==> src/rtl/alu_issue_arbiter_if.sv <==
// Request/response bundle between the two ALU requesters and alu_issue_arbiter.
// master = requester side, slave = arbiter side.
interface alu_issue_arbiter_if #(
    parameter int unsigned WIDTH = 16
);
    logic [1:0]       req_valid;
    logic [1:0]       req_ready;
    logic [WIDTH-1:0] req_a0;
    logic [WIDTH-1:0] req_b0;
    logic [2:0]       req_op0;
    logic [WIDTH-1:0] req_a1;
    logic [WIDTH-1:0] req_b1;
    logic [2:0]       req_op1;
    logic [1:0]       rsp_valid;
    logic [1:0]       rsp_ready;
    logic [WIDTH-1:0] rsp_result;
    logic             rsp_zero;
    logic             rsp_err;

    modport master (
        output req_valid, req_a0, req_b0, req_op0, req_a1, req_b1, req_op1, rsp_ready,
        input  req_ready, rsp_valid, rsp_result, rsp_zero, rsp_err
    );

    modport slave (
        input  req_valid, req_a0, req_b0, req_op0, req_a1, req_b1, req_op1, rsp_ready,
        output req_ready, rsp_valid, rsp_result, rsp_zero, rsp_err
    );
endinterface

==> src/rtl/alu_issue_arbiter.sv <==
// Shares one registered ALU between two requesters: arbitrate, hold operands, return result.
// Define ALU_ARB_FIXED_PRIO_EN for fixed priority (requester 0 wins ties); default is round-robin.
module alu_issue_arbiter #(
    parameter int unsigned WIDTH       = 16,
    parameter int unsigned ALU_LATENCY = 1
) (
    input  logic             clock,
    input  logic             reset_n,
    alu_issue_arbiter_if.slave bus,
    output logic [WIDTH-1:0] alu_input1,
    output logic [WIDTH-1:0] alu_input2,
    output logic [2:0]       alu_ctrl,
    input  logic [WIDTH-1:0] alu_result,
    input  logic             alu_zero,
    output logic             busy
);
    localparam int unsigned CNT_W = $clog2(ALU_LATENCY + 2);

    typedef enum logic [1:0] {
        IDLE = 2'b00,
        EXEC = 2'b01,
        RESP = 2'b10
    } state_t;

    state_t           state;
    logic [CNT_W-1:0] cnt;
    logic             rsp_id;
    logic [1:0]       rsp_valid;
    logic [WIDTH-1:0] rsp_result;
    logic             rsp_zero;
    logic             rsp_err;

    logic [1:0]       grant;
    logic             accept;
    logic             acc_id;
    logic [WIDTH-1:0] sel_a;
    logic [WIDTH-1:0] sel_b;
    logic [2:0]       sel_op;

    function automatic logic op_legal(input logic [2:0] op);
        case (op)
            3'b000, 3'b001, 3'b010, 3'b110, 3'b111: op_legal = 1'b1;
            default:                                op_legal = 1'b0;
        endcase
    endfunction

`ifdef ALU_ARB_FIXED_PRIO_EN
    always_comb begin
        grant = 2'b00;
        if (bus.req_valid[0]) begin
            grant = 2'b01;
        end else if (bus.req_valid[1]) begin
            grant = 2'b10;
        end
    end
`else
    logic last_grant;

    // Ties go to whichever requester was not served last.
    always_comb begin
        grant = 2'b00;
        case (bus.req_valid)
            2'b01:   grant = 2'b01;
            2'b10:   grant = 2'b10;
            2'b11:   grant = last_grant ? 2'b01 : 2'b10;
            default: grant = 2'b00;
        endcase
    end

    always_ff @(posedge clock or negedge reset_n) begin
        if (!reset_n) begin
            last_grant <= 1'b1;
        end else if (accept) begin
            last_grant <= acc_id;
        end
    end
`endif

    assign bus.req_ready = (state == IDLE) ? grant : 2'b00;
    assign accept        = |bus.req_ready;
    assign acc_id        = grant[1];
    assign sel_a         = acc_id ? bus.req_a1  : bus.req_a0;
    assign sel_b         = acc_id ? bus.req_b1  : bus.req_b0;
    assign sel_op        = acc_id ? bus.req_op1 : bus.req_op0;

    assign bus.rsp_valid  = rsp_valid;
    assign bus.rsp_result = rsp_result;
    assign bus.rsp_zero   = rsp_zero;
    assign bus.rsp_err    = rsp_err;

    // ALU operand registers double as the latched request; they only move on a legal accept.
    always_ff @(posedge clock or negedge reset_n) begin
        if (!reset_n) begin
            state      <= IDLE;
            cnt        <= '0;
            rsp_id     <= 1'b0;
            rsp_valid  <= 2'b00;
            rsp_result <= '0;
            rsp_zero   <= 1'b0;
            rsp_err    <= 1'b0;
            alu_input1 <= '0;
            alu_input2 <= '0;
            alu_ctrl   <= 3'b000;
            busy       <= 1'b0;
        end else begin
            case (state)
                IDLE: begin
                    if (accept) begin
                        rsp_id <= acc_id;
                        busy   <= 1'b1;
                        if (op_legal(sel_op)) begin
                            alu_input1 <= sel_a;
                            alu_input2 <= sel_b;
                            alu_ctrl   <= sel_op;
                            cnt        <= CNT_W'(ALU_LATENCY);
                            state      <= EXEC;
                        end else begin
                            rsp_result <= '0;
                            rsp_zero   <= 1'b0;
                            rsp_err    <= 1'b1;
                            rsp_valid  <= grant;
                            state      <= RESP;
                        end
                    end
                end
                EXEC: begin
                    if (cnt == '0) begin
                        rsp_result <= alu_result;
                        rsp_zero   <= alu_zero;
                        rsp_err    <= 1'b0;
                        rsp_valid  <= rsp_id ? 2'b10 : 2'b01;
                        state      <= RESP;
                    end else begin
                        cnt <= cnt - CNT_W'(1);
                    end
                end
                RESP: begin
                    if (bus.rsp_ready[rsp_id]) begin
                        rsp_valid <= 2'b00;
                        busy      <= 1'b0;
                        state     <= IDLE;
                    end
                end
                default: begin
                    state <= IDLE;
                    busy  <= 1'b0;
                end
            endcase
        end
    end
endmodule

==> src/flat_wrapper.sv <==
// flat-port wrapper written by rule: the top's interface ports become plain ports
module alu_issue_arbiter_flat 
#(
    parameter int unsigned WIDTH       = 16,
    parameter int unsigned ALU_LATENCY = 1
)
  (clock, reset_n, alu_input1, alu_input2, alu_ctrl, alu_result, alu_zero, busy, bus_req_valid, bus_req_a0, bus_req_b0, bus_req_op0, bus_req_a1, bus_req_b1, bus_req_op1, bus_rsp_ready, bus_req_ready, bus_rsp_valid, bus_rsp_result, bus_rsp_zero, bus_rsp_err);
  alu_issue_arbiter_if #(.WIDTH(WIDTH)) bus_i ();
  input  logic clock;
  input  logic reset_n;
  output logic [WIDTH-1:0] alu_input1;
  output logic [WIDTH-1:0] alu_input2;
  output logic [2:0] alu_ctrl;
  input  logic [WIDTH-1:0] alu_result;
  input  logic alu_zero;
  output logic busy;
  input wire logic [$bits(bus_i.req_valid)-1:0] bus_req_valid;
  input wire logic [$bits(bus_i.req_a0)-1:0] bus_req_a0;
  input wire logic [$bits(bus_i.req_b0)-1:0] bus_req_b0;
  input wire logic [$bits(bus_i.req_op0)-1:0] bus_req_op0;
  input wire logic [$bits(bus_i.req_a1)-1:0] bus_req_a1;
  input wire logic [$bits(bus_i.req_b1)-1:0] bus_req_b1;
  input wire logic [$bits(bus_i.req_op1)-1:0] bus_req_op1;
  input wire logic [$bits(bus_i.rsp_ready)-1:0] bus_rsp_ready;
  output wire logic [$bits(bus_i.req_ready)-1:0] bus_req_ready;
  output wire logic [$bits(bus_i.rsp_valid)-1:0] bus_rsp_valid;
  output wire logic [$bits(bus_i.rsp_result)-1:0] bus_rsp_result;
  output wire logic [$bits(bus_i.rsp_zero)-1:0] bus_rsp_zero;
  output wire logic [$bits(bus_i.rsp_err)-1:0] bus_rsp_err;
  assign bus_i.req_valid = bus_req_valid;
  assign bus_i.req_a0 = bus_req_a0;
  assign bus_i.req_b0 = bus_req_b0;
  assign bus_i.req_op0 = bus_req_op0;
  assign bus_i.req_a1 = bus_req_a1;
  assign bus_i.req_b1 = bus_req_b1;
  assign bus_i.req_op1 = bus_req_op1;
  assign bus_i.rsp_ready = bus_rsp_ready;
  assign bus_req_ready = bus_i.req_ready;
  assign bus_rsp_valid = bus_i.rsp_valid;
  assign bus_rsp_result = bus_i.rsp_result;
  assign bus_rsp_zero = bus_i.rsp_zero;
  assign bus_rsp_err = bus_i.rsp_err;
  alu_issue_arbiter #(.WIDTH(WIDTH), .ALU_LATENCY(ALU_LATENCY)) u_core (.clock(clock), .reset_n(reset_n), .bus(bus_i), .alu_input1(alu_input1), .alu_input2(alu_input2), .alu_ctrl(alu_ctrl), .alu_result(alu_result), .alu_zero(alu_zero), .busy(busy));
endmodule
==> config.mk <==
export PLATFORM = sky130hd
export DESIGN_NAME = alu_issue_arbiter_flat
export DESIGN_NICKNAME = d
export VERILOG_FILES = /design/src/rtl/alu_issue_arbiter_if.sv /design/src/rtl/alu_issue_arbiter.sv /design/src/flat_wrapper.sv
export SDC_FILE = /design/constraint.sdc
export NUM_CORES = 1
export LEC_CHECK = 0
export BUFFER_PORTS_ARGS = -buffer_cell sky130_fd_sc_hd__clkbuf_2
export CORE_ASPECT_RATIO = 1.1
export CORE_MARGIN = 2
export CORE_UTILIZATION = 40
export DETAILED_ROUTE_END_ITERATION = 10
export GPL_TIMING_DRIVEN = 0
export PLACE_DENSITY = 0.68
export SYNTH_ARGS = -nofsm -noshare
export SYNTH_HDL_FRONTEND = slang
export SYNTH_SLANG_ARGS = --single-unit
==> constraint.sdc <==
create_clock -name clock -period 5.3 [get_ports clock]
set_input_delay 0.53 -clock clock [delete_from_list [all_inputs] [get_ports clock]]
set_output_delay 0.53 -clock clock [all_outputs]
set_load 0.01 [all_outputs]
==> results.cfg, run 1 <==
[cts]
clock_path_buffers = 2
holdBufCountCts = 0
cts_tree = built
clk_pin_slew_ns = 0.06
clock_latency_ns = 0.35
post_cts_buffers = 0
cts_max_level = 3
numCtsBuffers = 9
cts_sinks = 62
root_buffer = clkbuf_8
cts_resized = 0

[finish]
diodes = 0
final_cells = 713
final_common_cell = nand2_1
layout_common_cells = nand2_1, clkbuf_2, dfrtp_1
drive_above_1_share_pct = 37.1
nNetsFinal = 689
syn_to_final_growth_pct = 28.4
n_fill_cell = 910

[synthesis]
yosysSeqAreaShare_pct = 40.6
synth_mux_area_share_pct = 14.4
yosysWarnings = 0
synth-xor-area-share_pct = 0
synth_cell_types = 43
synth_nets = 528
synth_top_family_by_area = simple AND/OR/NAND/NOR gates
netlist_area_mm2 = 0.00382
synth_top_area_cell = dfrtp_1
synth_edf_count = 0
synthSimpleGateAreaFrac_pct = 23.3
synthFlopType = dfrtp_1
async_reset_ff_share_pct = 100
yosys.area.top_type_share_pct = 39.9
synth_area_leaders = dfrtp_1, nand2_1, mux2_4
ys_ff_latch = 62
synth.avg_cell_area_um2 = 8.89
synth-compound-area-share_pct = 14.7
synth_cells = 430
synth-adder-area-share_pct = 1.64

[critical_path]
required_ns = 4.77
cp_slowest_cell = clkbuf_1
cp_max_fo = 10
endpoint_kind = output pin
critPathArrivalTime_ns = 2.44
cp-start-kind = register
crit_chain = inv_1 > ha_1 > clkbuf_1 > clkbuf_1 > inv_1 > nor2_1 > clkbuf_2
critPathBufInv = 5
crit_type = register to output pin
crit_family = buffers and inverters
slowest_delay_ns = 0.48

[floorplan]
die_w_um = 97.2
num_rows = 37
core_area_mm2 = 0.00935
dieArea_mm2 = 0.0104
die_y_um = 107
start_util_pct = 40.9
num_io_pins = 151

[power_and_ir_drop]
p_per_area_mw_per_mm2 = 570
max-vdd-ir-drop_mv = 0.263
p_leak_uw = 0.00251

[drt]
drc = 0
antenna_left = 0
drt_first_pass_iters = 4
vias = 3807
routed_wl_mm = 10.8
wl_per_cell_um = 15.2
dr.first_iter.drc_count = 254
via_per_inst = 5.34

[job]
cap_violations = 0

[placement]
hpwl_mm = 7.95
portBuffers = 150
gp_congestion = 0.824
placedCellCount = 697

[sta]
setup_viol = 0
skew_ns = 0.0158
worstMarginPinSlew_ns = 0.896
period_minus_slack_ns = 2.97
finalMaxSlewViolations = 0
setup_tns_ns = 0
rsz0062_at_grt = false
max_freq_mhz = 336
period_share_pct = 56.1
finalHoldViolCount = 0
slew_headroom_pct = 40.2

[min_path]
hp-class = input pin to async pin

[global_routing]
grt_pass1_wl_mm = 18.1
grt_pass1_vias = 3867
grt_max_degree = 63
antenna_found_initial = 0
grt_overflow = 0
track_usage_pct = 21.5

[run_status]
status = finished, final reports clean
## synthesized netlist by cell type, types with 7 or more instances
cell type,count
a21oi_1,7
a311o_1,17
buf_2,7
clkbuf_1,20
dfrtp_1,61
inv_1,8
mux2_2,8
mux2_4,30
nand2_1,161
nor4_1,18
o211ai_1,18
o21ai_0,20
## final timing paths
path	from	end	slack [ns]	cells after the start
hold reg to reg	u_core.alu_input1[0]	u_core.alu_input1[0]	0.51	1
hold / removal	reset_n	u_core.bus.rsp_result[10]	0.32	1
setup reg to reg	u_core.state[0]	u_core.bus.rsp_result[14]	2.89	8
max in group asynchronous	reset_n	u_core.cnt[0]	4.38	1
min in group clock	bus_req_b1[3]	u_core.alu_input2[3]	0.49	4
setup / recovery	u_core.state[0]	bus_req_ready[1]	2.33	7
## metal layers
metal,global-route usage [%],part of all wire (%),vias up
met3,3.88,7.4,13
li1,-,-,1813
met1,26.1,42,1802
met5,0,0,-
met4,10.0,1.5,0
met2,37.3,49,179
## worst register-to-register path, delay by kind of cell (launching register included)
family	cells	cell delay [ns]
AO/OA/AOI/OAI	2	0.45
adder cells (fa/ha/maj)	1	0.16
buffers and inverters	3	0.55
flip-flops	1	0.42
AND/OR/NAND/NOR	2	0.72
## report_power, final
part           total [uW]  switching, uW  internal [uW]
clock network         413            183            230
registers             888            172            716
logic                1500            781            716
## per-stage QoR
step           hold WS [ns]  power, uW  cell area, um2  setup slack [ns]  util, %
2_1_floorplan         0.234       1880            3820              3.27        -
3_3_place_gp          0.493       2340            4720              2.75     50.5
3_5_place_dp          0.496       2390            4720              2.73     50.5
4_1_cts               0.353       2820            4910              2.34     52.5
5_1_grt               0.397       3000            4910              2.16     52.5
6_report              0.316       2800            4910              2.33     52.5
## cell families (layout without fill, tap and decap cells)
kind of cell / Yosys count / after routing
AND/OR/NAND/NOR: 206 / 206
AO/OA/AOI/OAI: 76 / 76
flip-flops: 62 / 62
buffers and inverters: 42 / 208
multiplexers: 39 / 39
adder cells (fa/ha/maj): 5 / 5
## layout make-up
type                    count  area [um2]  share of cell area, %
plain buffers              34         178                   3.62
clock buffers              14         153                   3.11
clock inverters             2        35.0                  0.713
inverters                   8        30.0                  0.611
multi-input cells         326        2060                   42.0
flip-flops and latches     62        1550                   31.6
well taps                 117         146                   2.98
repair buffers            150         753                   15.3
## flip-flops by register name, summed over array words and instances (netlist names), 2 cells and up
name and count:
u_core.alu_input1 16, u_core.alu_input2 16, u_core.bus.rsp_result 16, u_core.alu_ctrl 3, u_core.bus.rsp_valid 2, u_core.cnt 2, u_core.state 2
(Power assumes the default switching activity.)
==> inputs of run 2 (changes only) <==
==> constraint.sdc (replaced) <==
create_clock -name clock -period 2.8 [get_ports clock]
set_input_delay 0.28 -clock clock [delete_from_list [all_inputs] [get_ports clock]]
set_output_delay 0.28 -clock clock [all_outputs]
set_load 0.01 [all_outputs]
==> results.cfg, run 2 (same netlist as run 1, synthesis figures left out) <==
[sta]
finalHoldViolCount = 0
period_share_pct = 91.1
worstMarginPinSlew_ns = 0.895
hold_ws_ns = 0.0358
setup_slack_ns = 0.250
finalMaxSlewViolations = 0
max_freq_mhz = 392
slew_headroom_pct = 40.3
skew_ns = 0.0139
period_minus_slack_ns = 2.55
setup_tns_ns = 0
rsz0062_at_grt = false
setup_viol = 0

[drt]
drt_first_pass_iters = 4
dr.first_iter.drc_count = 259
routed_wl_mm = 10.8
antenna_left = 0
vias = 3801
wl_per_cell_um = 15.1
via_per_inst = 5.33
drc = 0

[global_routing]
use_met3_pct = 3.88
antenna_found_initial = 0
grt_max_degree = 63
grt-busiest-layer = met2
use_met1_pct = 26.1
grt_pass1_vias = 3867
met2_usage_pct = 37.3
grt_overflow = 0
track_usage_pct = 21.5
grt_pass1_wl_mm = 18.1

[critical_path]
slowest_delay_ns = 0.43
critPathBufInv = 5
r2r_cells = 8
r2r_slack_ns = 0.41
crit_chain = inv_1 > ha_1 > clkbuf_1 > clkbuf_2 > inv_1 > nor2_1 > clkbuf_2
cp_max_fo = 10
cp_num_cells = 7
crit_type = register to output pin
cp_slowest_cell = dfrtp_1
crit_family = buffers and inverters
required_ns = 2.52
cp-start-kind = register
r2r_start = u_core.state[0]
critPathArrivalTime_ns = 2.27
endpoint_kind = output pin
rr_endpoint = u_core.bus.rsp_result[0]

[placement]
place_area_mm2 = 0.00472
portBuffers = 150
placedCellCount = 697
post-place-ws_ns = 0.418
hpwl_mm = 7.95
gp_congestion = 0.824

[floorplan]
dieArea_mm2 = 0.0104
num_io_pins = 151
start_util_pct = 40.9
die_y_um = 107
die_w_um = 97.2
core_area_mm2 = 0.00935
num_rows = 37

[cts]
cts_max_level = 3
root_buffer = clkbuf_8
clk_pin_slew_ns = 0.06
cts_tree = built
numCtsBuffers = 9
cts_sinks = 62
holdBufCountCts = 0
clock_latency_ns = 0.35
clock_path_buffers = 2

[finish]
syn_to_final_growth_pct = 28.5
seq_area_mm2 = 0.00155
n_fill_cell = 909
final_cells = 713
diodes = 0
fin_area_mm2 = 0.00491
final_common_cell = nand2_1
drive_above_1_share_pct = 37.2
layout_common_cells = nand2_1, clkbuf_2, dfrtp_1
reg_top3 = u_core.alu_input1: 16 flops, u_core.alu_input2: 16 flops, u_core.bus.rsp_result: 16 flops
multi_input_area_mm2 = 0.00206
nNetsFinal = 689

[power_and_ir_drop]
p_leak_uw = 0.00251
p_per_area_mw_per_mm2 = 1080
max-vdd-ir-drop_mv = 0.497

[min_path]
hp-class = input pin to async pin

[job]
cap_violations = 0

[run_status]
status = finished, final reports clean
## run 2: changes by cell type in the layout (fill, tap and decap cells not counted)
cell | before | now
clkbuf_1 | 24 | 23
clkbuf_2 | 149 | 150
## run 2: final cells by class
class / instances / area share, %
Clock buffer: 14 / 3.11
Timing Repair Buffer: 150 / 15.3
Buffer: 34 / 3.64
Sequential cell: 62 / 31.6
Tap cell: 117 / 2.98
Multi-Input combinational cell: 326 / 42.0
Inverter: 8 / 0.611
Clock inverter: 2 / 0.713
## run 2: power by group
group | internal (uW) | leakage, uW | switching [uW]
logic | 1360 | 0.00166 | 1480
clock network | 436 | 0.0000947 | 346
registers | 1350 | 0.000754 | 328
total | 3150 | 0.00251 | 2150
## run 2: timing repair
action	CTS	global route
endpoints found under the setup margin	0	1
buffers inserted	0	0
gates resized for setup	0	2
## run 2: worst max path at each step
stage | endpoint | start | slack, ns
2_1_floorplan | u_core.bus.rsp_result[0] | u_core.state[0] | 0.86
3_3_place_gp | u_core.bus.rsp_result[7] | u_core.state[1] | 0.45
3_5_place_dp | u_core.bus.rsp_result[13] | u_core.state[0] | 0.42
4_1_cts | bus_req_ready[1] | u_core.state[0] | 0.09
5_1_grt | bus_req_ready[1] | u_core.state[0] | 0.14
6_report | bus_req_ready[1] | u_core.state[0] | 0.25
## run 2: per-stage QoR
step | util, % | power [uW]
5_1_grt | 52.5 | 5690
3_5_place_dp | 50.5 | 4520
4_1_cts | 52.5 | 5330
6_report | 52.5 | 5300
2_1_floorplan | - | 3560
3_3_place_gp | 50.5 | 4440
## run 2: per-layer routing
layer	part of all wire (%)	wire, um
met5	0	0
met4	1.5	163
met3	7.0	750
met2	50	5350
met1	42	4510
